`src/rtl/display_scheduler_if.sv`:
```
// Display scheduler bus: requester words in, the chosen word and scan timing out.
interface display_scheduler_if #(
    parameter int N_REQ = 4
);
    logic [N_REQ-1:0]       req;
    logic [N_REQ-1:0][31:0] value;
    logic [N_REQ-1:0]       grant;
    logic [31:0]            HEX_out;
    logic [2:0]             digit_sel;
    logic                   blank;
    logic                   frame_done;

    // master = requester/display side, slave = scheduler
    modport master (
        output req, value,
        input  grant, HEX_out, digit_sel, blank, frame_done
    );
    modport slave (
        input  req, value,
        output grant, HEX_out, digit_sel, blank, frame_done
    );
endinterface

```
`src/rtl/display_scheduler.sv`:
```
// Time-shares the 8-digit display between N_REQ requesters with round-robin
// ownership that only changes on frame boundaries, and drives the digit scan.
module display_scheduler #(
    parameter int N_REQ       = 4,
    parameter int PRESCALE    = 100000,
    parameter int HOLD_FRAMES = 64
) (
    input  logic               clock,
    input  logic               reset,
    display_scheduler_if.slave bus
);
    localparam int PW = $clog2(PRESCALE);
    localparam int IW = $clog2(N_REQ);
    localparam int HW = $clog2(HOLD_FRAMES + 1);

    typedef enum logic {IDLE, OWN} state_t;

    state_t           state;
    logic [PW-1:0]    pcnt;
    logic [2:0]       digit_sel;
    logic             tick;
    logic             frame_done;
    logic [IW-1:0]    last;       // in OWN this is also the current owner
    logic [HW-1:0]    hold;
    logic [N_REQ-1:0] grant;
    logic [31:0]      hex_word;
    logic             blank;

    logic             rr_hit;
    logic [IW-1:0]    rr_idx;
    logic [IW-1:0]    cand;
    logic [IW:0]      sum;
    logic [N_REQ-1:0] rr_onehot;
    logic             other_pending;
    logic             owner_req;
    logic             hold_done;

    assign tick       = (pcnt == PW'(PRESCALE - 1));
    assign frame_done = tick && (digit_sel == 3'd7);

    // Free-running prescaler and digit scan; never stops, even when idle
    always_ff @(posedge clock) begin
        if (!reset) begin
            pcnt      <= '0;
            digit_sel <= '0;
        end else if (tick) begin
            pcnt      <= '0;
            digit_sel <= digit_sel + 3'd1;
        end else begin
            pcnt      <= pcnt + PW'(1);
        end
    end

    // Round-robin search starting just after the last owner; last owner is checked last
    always_comb begin
        rr_hit = 1'b0;
        rr_idx = last;
        cand   = '0;
        sum    = '0;
        for (int k = 1; k <= N_REQ; k++) begin
            sum = {1'b0, last} + (IW+1)'(k);
            if (sum >= (IW+1)'(N_REQ))
                sum = sum - (IW+1)'(N_REQ);
            cand = sum[IW-1:0];
            if (!rr_hit && bus.req[cand]) begin
                rr_hit = 1'b1;
                rr_idx = cand;
            end
        end
    end

    // One-hot form of the search winner, loaded into grant on a handover
    always_comb begin
        rr_onehot         = '0;
        rr_onehot[rr_idx] = 1'b1;
    end

    // Because the owner is checked last, a winner other than the owner means
    // someone else is waiting.
    assign other_pending = rr_hit && (rr_idx != last);
    assign owner_req     = bus.req[last];
    assign hold_done     = ((HW+1)'(hold) + (HW+1)'(1)) >= (HW+1)'(HOLD_FRAMES);

    // Ownership FSM: immediate grant from idle, all other decisions on frame_done
    always_ff @(posedge clock) begin
        if (!reset) begin
            state    <= IDLE;
            grant    <= '0;
            blank    <= 1'b1;
            hex_word <= '0;
            hold     <= '0;
            last     <= IW'(N_REQ - 1);
        end else begin
            case (state)
                IDLE: begin
                    if (rr_hit) begin
                        state    <= OWN;
                        grant    <= rr_onehot;
                        blank    <= 1'b0;
                        last     <= rr_idx;
                        hex_word <= bus.value[rr_idx];
                        hold     <= '0;
                    end
                end
                OWN: begin
                    if (frame_done) begin
                        if ((!owner_req || hold_done) && other_pending) begin
                            // owner gone, or served long enough while others wait
                            grant    <= rr_onehot;
                            last     <= rr_idx;
                            hex_word <= bus.value[rr_idx];
                            hold     <= '0;
                        end else if (!owner_req) begin
                            // nobody left: blank, keep the last word on HEX_out
                            state    <= IDLE;
                            grant    <= '0;
                            blank    <= 1'b1;
                        end else begin
                            hex_word <= bus.value[last];
                            if (hold != HW'(HOLD_FRAMES))
                                hold <= hold + HW'(1);
                        end
                    end
                end
                default: state <= IDLE;
            endcase
        end
    end

    assign bus.grant      = grant;
    assign bus.HEX_out    = hex_word;
    assign bus.digit_sel  = digit_sel;
    assign bus.blank      = blank;
    assign bus.frame_done = frame_done;

endmodule
```
`src/flat_wrapper.sv`:
```
// flat-port wrapper written by rule: the top's interface ports become plain ports
module display_scheduler_flat 
#(
    parameter int N_REQ       = 4,
    parameter int PRESCALE    = 100000,
    parameter int HOLD_FRAMES = 64
)
  (clock, reset, bus_req, bus_value, bus_grant, bus_HEX_out, bus_digit_sel, bus_blank, bus_frame_done);
  display_scheduler_if #(.N_REQ(N_REQ)) bus_i ();
  input  logic clock;
  input  logic reset;
  input wire logic [$bits(bus_i.req)-1:0] bus_req;
  input wire logic [$bits(bus_i.value)-1:0] bus_value;
  output wire logic [$bits(bus_i.grant)-1:0] bus_grant;
  output wire logic [$bits(bus_i.HEX_out)-1:0] bus_HEX_out;
  output wire logic [$bits(bus_i.digit_sel)-1:0] bus_digit_sel;
  output wire logic [$bits(bus_i.blank)-1:0] bus_blank;
  output wire logic [$bits(bus_i.frame_done)-1:0] bus_frame_done;
  assign bus_i.req = bus_req;
  assign bus_i.value = bus_value;
  assign bus_grant = bus_i.grant;
  assign bus_HEX_out = bus_i.HEX_out;
  assign bus_digit_sel = bus_i.digit_sel;
  assign bus_blank = bus_i.blank;
  assign bus_frame_done = bus_i.frame_done;
  display_scheduler #(.N_REQ(N_REQ), .PRESCALE(PRESCALE), .HOLD_FRAMES(HOLD_FRAMES)) u_core (.clock(clock), .reset(reset), .bus(bus_i));
endmodule
```
`config.mk`:
```
export PLATFORM = sky130hd
export DESIGN_NAME = display_scheduler_flat
export DESIGN_NICKNAME = d
export VERILOG_FILES = /design/src/rtl/display_scheduler_if.sv /design/src/rtl/display_scheduler.sv /design/src/flat_wrapper.sv
export SDC_FILE = /design/constraint.sdc
export NUM_CORES = 1
export LEC_CHECK = 0
export BUFFER_PORTS_ARGS = -buffer_cell sky130_fd_sc_hd__buf_2
export CORE_MARGIN = 2
export CORE_UTILIZATION = 35
export CTS_CLUSTER_SIZE = 20
export DETAILED_ROUTE_END_ITERATION = 8
export SLEW_MARGIN = 20
export SYNTH_ARGS = -nofsm -noshare
export SYNTH_HDL_FRONTEND = slang
export SYNTH_SLANG_ARGS = --single-unit
```
`constraint.sdc`:
```
create_clock -name clock -period 4.6 [get_ports clock]
set_input_delay 0.23 -clock clock [delete_from_list [all_inputs] [get_ports clock]]
set_output_delay 0.23 -clock clock [all_outputs]
set_load 0.1 [all_outputs]
```
=== After elaboration in Yosys (flattened, before gate mapping) ===
Index checks and enable logic that the tools add are counted.

* Register bits after elaboration: 67
* Output and inout port bits: 41
* Input port bits: 134
* Logic and storage cells: 122

* Equal/unequal tests: 12
* Magnitude comparators: 12
* Bitwise operators: 2
* $add $sub $neg: 12
* Mux-type cells: 58
* Reductions and logical operators: 18

{| class="wikitable"
|+ Operators with widths
! cell !! number
|-
| 2-to-1 mux 32 bit || 6
|-
| binary-select mux 32 bit (select 2 bit) || 2
|-
| case mux 32 bit (2 select lines) || 1
|-
| 2-to-1 mux 7 bit || 5
|-
| 2-to-1 mux 2 bit || 11
|-
| less-than comparator 2 x 3 -> 1 bit, second input constant || 6
|-
| 2-to-1 mux 1 bit || 18
|-
| adder 17 x 1 -> 17 bit, second input constant || 1
|-
| equality test 17 bit, second input constant || 1
|-
| 2-to-1 mux 4 bit || 4
|-
| case mux 7 bit (2 select lines) || 1
|-
| greater-or-equal comparator 3 bit, second input constant || 4
|-
| binary-select mux 1 bit (select 2 bit) || 5
|-
| != test 3 bit, second input constant || 3
|-
| AND reduction 3 bit || 3
|-
| adder 7 x 1 -> 8 bit, second input constant || 1
|-
| greater-or-equal comparator 8 x 7 -> 1 bit, second input constant || 1
|-
| != test 2 bit, second input constant || 4
|-
| case mux 4 bit (2 select lines) || 1
|-
| AND reduction 4 bit || 2
|-
| subtractor 2 x 1 -> 2 bit, second input constant || 4
|-
| adder 7 x 1 -> 7 bit, second input constant || 1
|-
| logical AND 1 bit || 7
|-
| != test 7 bit, second input constant || 1
|-
| 15 further kinds || 21
|}

=== Longest topological paths before layout ===
* Word-level depth: 22
* Gate-level depth with buffers: 10

=== Worst setup path after synthesis ===
Ideal clock, no wire load.

* Path kind: register to register
* Start: register u_core.digit_sel[0], in the netlist u_core.bus.digit_sel[0]
* End: register u_core.grant[0], in the netlist u_core.bus.grant[0]
* Required time: 4.482 ns
* Period minus slack after synthesis: 2.985 ns
* Slack: 1.615 ns
* Data arrival time: 2.867 ns
* Cell stages (with the launch flop): 6
* Cells stage by stage: dfxtp_1 ha_1 ha_1 and4_1 a311oi_1 a22o_1

* Word-level cells in the longest chain between the ends: 4

{| class="wikitable"
|+ RTL lines
! element !! RTL line !! source
|-
| start, declared || display_scheduler.sv:20 || <nowiki>logic [2:0] digit_sel;</nowiki>
|-
| start signal, assigned || display_scheduler.sv:48 || <nowiki>digit_sel <= digit_sel + 3'd1;</nowiki>
|-
| equality test 3 bit || display_scheduler.sv:39 || <nowiki>assign frame_done = tick && (digit_sel == 3'd7);</nowiki>
|-
| logical AND 1 bit || display_scheduler.sv:39 ||
|-
| named net bus_frame_done || flat_wrapper.sv:18 || <nowiki>output wire logic [$bits(bus_i.frame_done)-1:0] bus_frame_done;</nowiki>
|-
| != test 2 bit (no source line) || - ||
|-
| AND reduction 3 bit (no source line) || - ||
|-
| end signal, assigned || display_scheduler.sv:98 || <nowiki>grant <= rr_onehot;</nowiki>
|-
| end signal, assigned || display_scheduler.sv:109 || <nowiki>grant <= rr_onehot;</nowiki>
|-
| end, declared || display_scheduler.sv:25 || <nowiki>logic [N_REQ-1:0] grant;</nowiki>
|}

The timed path passes the listed nets, and every way through them passes these cells.
A chain may end at the register's enable or synchronous reset.

=== Worst setup path after layout ===
* Start: register u_core.last[1]
* End: register u_core.hex_word[16], in the netlist u_core.bus.HEX_out[16]

* Word-level cells in the longest chain between the ends: 21
* Elaborated cells on any way between the ends: 57
* Classes of those cells: add/sub (8); order compare (4); eq/ne (3); mux (31); reduce/logical (11)

{| class="wikitable"
|+ RTL lines
! element !! RTL line !! source
|-
| start, declared || display_scheduler.sv:23 || <nowiki>logic [IW-1:0] last;</nowiki>
|-
| start signal, assigned || display_scheduler.sv:92 || <nowiki>last <= IW'(N_REQ - 1);</nowiki>
|-
| start signal, assigned || display_scheduler.sv:100 || <nowiki>last <= rr_idx;</nowiki>
|-
| start signal, assigned || display_scheduler.sv:110 || <nowiki>last <= rr_idx;</nowiki>
|-
| adder 2 x 1 -> 3 bit || display_scheduler.sv:61 || <nowiki>sum = {1'b0, last} + (IW+1)'(k);</nowiki>
|-
| greater-or-equal comparator 3 bit / subtractor 2 x 1 -> 2 bit (equally long branches) || display_scheduler.sv:62, display_scheduler.sv:63 ||
|-
| 2-to-1 mux 2 bit || display_scheduler.sv:62 || <nowiki>if (sum >= (IW+1)'(N_REQ))</nowiki>
|-
| binary-select mux 1 bit (select 2 bit) || display_scheduler.sv:65 || <nowiki>if (!rr_hit && bus.req[cand]) begin</nowiki>
|-
| 2-to-1 mux 1 bit (not written as such) || display_scheduler.sv:65 ||
|-
| 2-to-1 mux 1 bit || display_scheduler.sv:65 ||
|-
| zero test 1 bit || display_scheduler.sv:65 ||
|-
| logical AND 1 bit || display_scheduler.sv:65 ||
|-
| [5 not listed] || - ||
|-
| logical AND 1 bit || display_scheduler.sv:65 ||
|-
| 2-to-1 mux 2 bit || display_scheduler.sv:65 ||
|-
| != test 2 bit || display_scheduler.sv:80 || <nowiki>assign other_pending = rr_hit && (rr_idx != last);</nowiki>
|-
| logical AND 1 bit || display_scheduler.sv:80 ||
|-
| logical AND 1 bit || display_scheduler.sv:107 || <nowiki>if ((!owner_req || hold_done) && other_pending) begin</nowiki>
|-
| 2-to-1 mux 32 bit || display_scheduler.sv:107 ||
|-
| 2-to-1 mux 32 bit || display_scheduler.sv:106 || <nowiki>if (frame_done) begin</nowiki>
|-
| case mux 32 bit (2 select lines) || display_scheduler.sv:94 || <nowiki>case (state)</nowiki>
|-
| end signal, assigned || display_scheduler.sv:101 || <nowiki>hex_word <= bus.value[rr_idx];</nowiki>
|-
| end signal, assigned || display_scheduler.sv:111 || <nowiki>hex_word <= bus.value[rr_idx];</nowiki>
|-
| end signal, assigned || display_scheduler.sv:119 || <nowiki>hex_word <= bus.value[last];</nowiki>
|-
| end, declared || display_scheduler.sv:26 || <nowiki>logic [31:0] hex_word;</nowiki>
|}

Several ways; a longest one is shown, not always the timed one. The select of a mux whose other input is x is not followed.

==> flow_metrics.py <==
metrics = {
    "outcome": {
        "outcome": "complete, no violations",
    },
    "routing": {
        "drt-vias-per-instance": 5.45,
        "drtPass1Iterations": 4,
        "drcViolationCount": 0,
        "first_iter_violations": 166,
        "postRouteAntennaNets": 0,
        "drt-total-wl_um": 14200,
        "wl_per_cell_um": 16.9,
        "vias": 4574,
    },
    "pwr": {
        "p_per_area_nw_per_um2": 356,
        "seqPwrFrac_pct": 30.7,
        "p_clk_share_pct": 29.0,
        "power.leakage_nw": 2.79,
        "peakVddDrop_mv": 0.186,
        "switching_share_pct": 38.9,
        "p_int_mw": 1.35,
        "switchingPower_mw": 0.862,
        "combPwrFrac_pct": 40.3,
        "finalPower_mw": 2.22,
    },
    "sta": {
        "max_freq_mhz": 303,
        "hold_viol_final": 0,
        "skew_ns": 0.00548,
        "drv_slew": 0,
        "fin_crit_ns": 3.30,
        "worst_slew_pin_slew_ns": 0.978,
        "period_share_pct": 71.6,
        "rsz0062_at_grt": "no",
        "max_slew_margin_pct": 34.8,
        "setup_viol": 0,
        "fin_setup_tns_ns": 0,
    },
    "synth": {
        "ys_top_cells_by_count": "dfxtp_1, mux2i_1, nand2_1",
        "synth_edf_count": 0,
        "synth_area_leader_cell": "dfxtp_1",
        "synthCells": 502,
        "synthTopCellsByArea": "dfxtp_1, mux4_2, mux2i_1, mux2_2, o211ai_1",
        "synth.most_common_cell": "dfxtp_1",
        "ys.flop_type": "dfxtp_1",
        "synth_nets": 641,
        "synth_seq_cells": 67,
        "yosysSeqAreaShare_pct": 27.0,
        "synth_top_area_share_pct": 27.0,
        "ys_async_sr_fraction_pct": 0,
        "avgSynthCellArea_um2": 9.90,
        "synth.distinct_cells": 57,
        "yosysWarningCount": 0,
        "syn-cell-area_um2": 4970,
    },
    "critical_path": {
        "path_class": "register to register",
        "path_max_fanout": 32,
        "start_kind": "register",
        "worstSetupEndpointType": "register",
        "required_ns": 4.79,
        "cp_data_arrival_time_ns": 3.49,
    },
    "global_routing": {
        "grt_pass1_wl_um": 21900,
        "antenna_found_initial": 0,
        "grt_pass1_vias": 4571,
        "grtUsageTotal_pct": 18.4,
        "grt_max_degree": 59,
        "gr-total-overflow": 0,
    },
    "floorplanning": {
        "die_x_um": 123,
        "core_area_um2": 13900,
        "fp.dieArea_um2": 15200,
        "initial_utilization_pct": 35.8,
        "die_h_um": 123,
        "fp-row-count": 43,
        "ioPinCount": 175,
    },
    "cells_and_area": {
        "antenna_cells": 0,
        "drive_above_1_share_pct": 41.4,
        "area_growth_pct": 25.4,
        "final_nets": 794,
        "seqCellArea_um2": 1340,
        "multiInputGateArea_um2": 3420,
        "utilization_pct": 44.9,
        "n_fill_cell": 1358,
    },
    "cts": {
        "path_clk_slew_ns": 0.05,
        "cts_made_buffers": 9,
        "clock_path_buffers": 2,
        "holdBufCountCts": 0,
        "cts_setup_buffers": 0,
        "htree_levels": 3,
        "clk_latency_ns": 0.33,
        "cts_num_sinks": 67,
        "cts_tree": "done",
        "post_cts_resized": 0,
        "root_buffer": "clkbuf_16",
    },
    "min_path": {
        "hold_path.class": "input pin to register",
    },
    "placement": {
        "place_hpwl_um": 10800,
        "io_buffer_count": 174,
        "place_congestion": 0.840,
    },
    "flow_run": {
        "maxCapViolations": 0,
    },
}
[placed cells by master (no fill, tap or decap), drive strengths merged, types with 3 or more instances in the layout]
cell,synthesis,layout
xnor2,4,4
a31o,3,3
nor4b,3,3
mux4,33,33
nor2,33,33
buf,15,179
o21ai,9,9
ha,5,5
or4,3,3
nand2b,33,33
clkbuf,22,13
and3,4,4
mux2,33,33
nor4,5,5
nand3,9,9
mux2i,66,66
inv,10,10
nand4,6,6
a22o,5,5
nand2,47,47
a21o,5,5
and4,5,5
dfxtp,67,67
xor2,11,11
a21oi,7,7
a31oi,4,4
o211ai,31,31
[worst paths after layout]
| path | startpoint | end | slack (ns) | depth (start not counted) |
|---|---|---|---|---|
| setup / recovery | u_core.last[1] | u_core.bus.HEX_out[16] | 1.30 | 8 |
| setup reg to reg | u_core.last[1] | u_core.bus.HEX_out[16] | 1.30 | 8 |
| hold / removal | reset | u_core.bus.blank | 0.26 | 2 |
| hold reg to reg | u_core.pcnt[0] | u_core.pcnt[0] | 0.45 | 1 |
[metrics by stage]
| stage | instances | instance area, um^2 | hold slack, ns | setup WS (ns) |
|---|---|---|---|---|
| detailed placement | 824 | 5940 | 0.443 | 1.32 |
| floorplan | 502 | 4970 | 0.413 | 1.62 |
| finish | 839 | 6230 | 0.262 | 1.30 |
| global placement | 824 | 5940 | 0.424 | 1.47 |
| global route | 839 | 6230 | 0.254 | 0.964 |
| CTS | 839 | 6220 | 0.248 | 1.32 |
[final cells by class]
class,instances,area share (%)
Multi-Input combinational cell,388,54.9
Clock inverter,2,0.161
Tap cell,180,3.61
Clock buffer,13,4.34
Timing Repair Buffer,179,14.8
Inverter,10,0.602
Sequential cell,67,21.6
[cells by family (layout without fill, tap and decap cells)]
| group | Yosys count | count (layout) | share of synthesized area, % |
|---|---|---|---|
| DFF | 67 | 67 | 27.0 |
| xor gates and xnor gates | 15 | 15 | 2.64 |
| muxes | 132 | 132 | 35.8 |
| and+or+nand+nor | 155 | 155 | 16.2 |
| AOI/OAI and AO/OA | 81 | 81 | 12.3 |
| adders and majority gates | 5 | 5 | 1.26 |
| buffers and inverters | 47 | 204 | 4.78 |
[registers in the layout, indices dropped and copies added (netlist names)]
name,flops
u_core.bus.HEX_out,32
u_core.bus.blank,1
u_core.bus.digit_sel,3
u_core.bus.grant,4
u_core.hold,7
u_core.last,2
u_core.pcnt,17
u_core.state,1
[metal layers]
layer  global-route usage, %  wire, um
met4                    6.96       391
met1                    22.2      5810
met2                    31.9      7240
met3                    3.92       721
met5                       0         0
[worst max-delay path, stage by stage, from the launching register on]
cell and delay, ns:
dfxtp_2 0.57, buf_4 0.54, nand2b_1 0.22, a41oi_1 0.12
o21ai_0 0.53, o21ai_1 0.44, nand3_1 0.20, buf_4 0.36
o211ai_1 0.16
[power by group through the flow]
stage                     clock, mW  sequential (mW)  combinational [mW]
after global routing          0.686            0.687               0.942
after global placement            0            0.691               0.885
after floorplan                   0            0.976               0.423
final                         0.643            0.681               0.893
after detailed placement          0            0.691               0.895
after CTS                     0.657            0.681               0.897
Note: power is estimated with default switching activity, not from simulation.
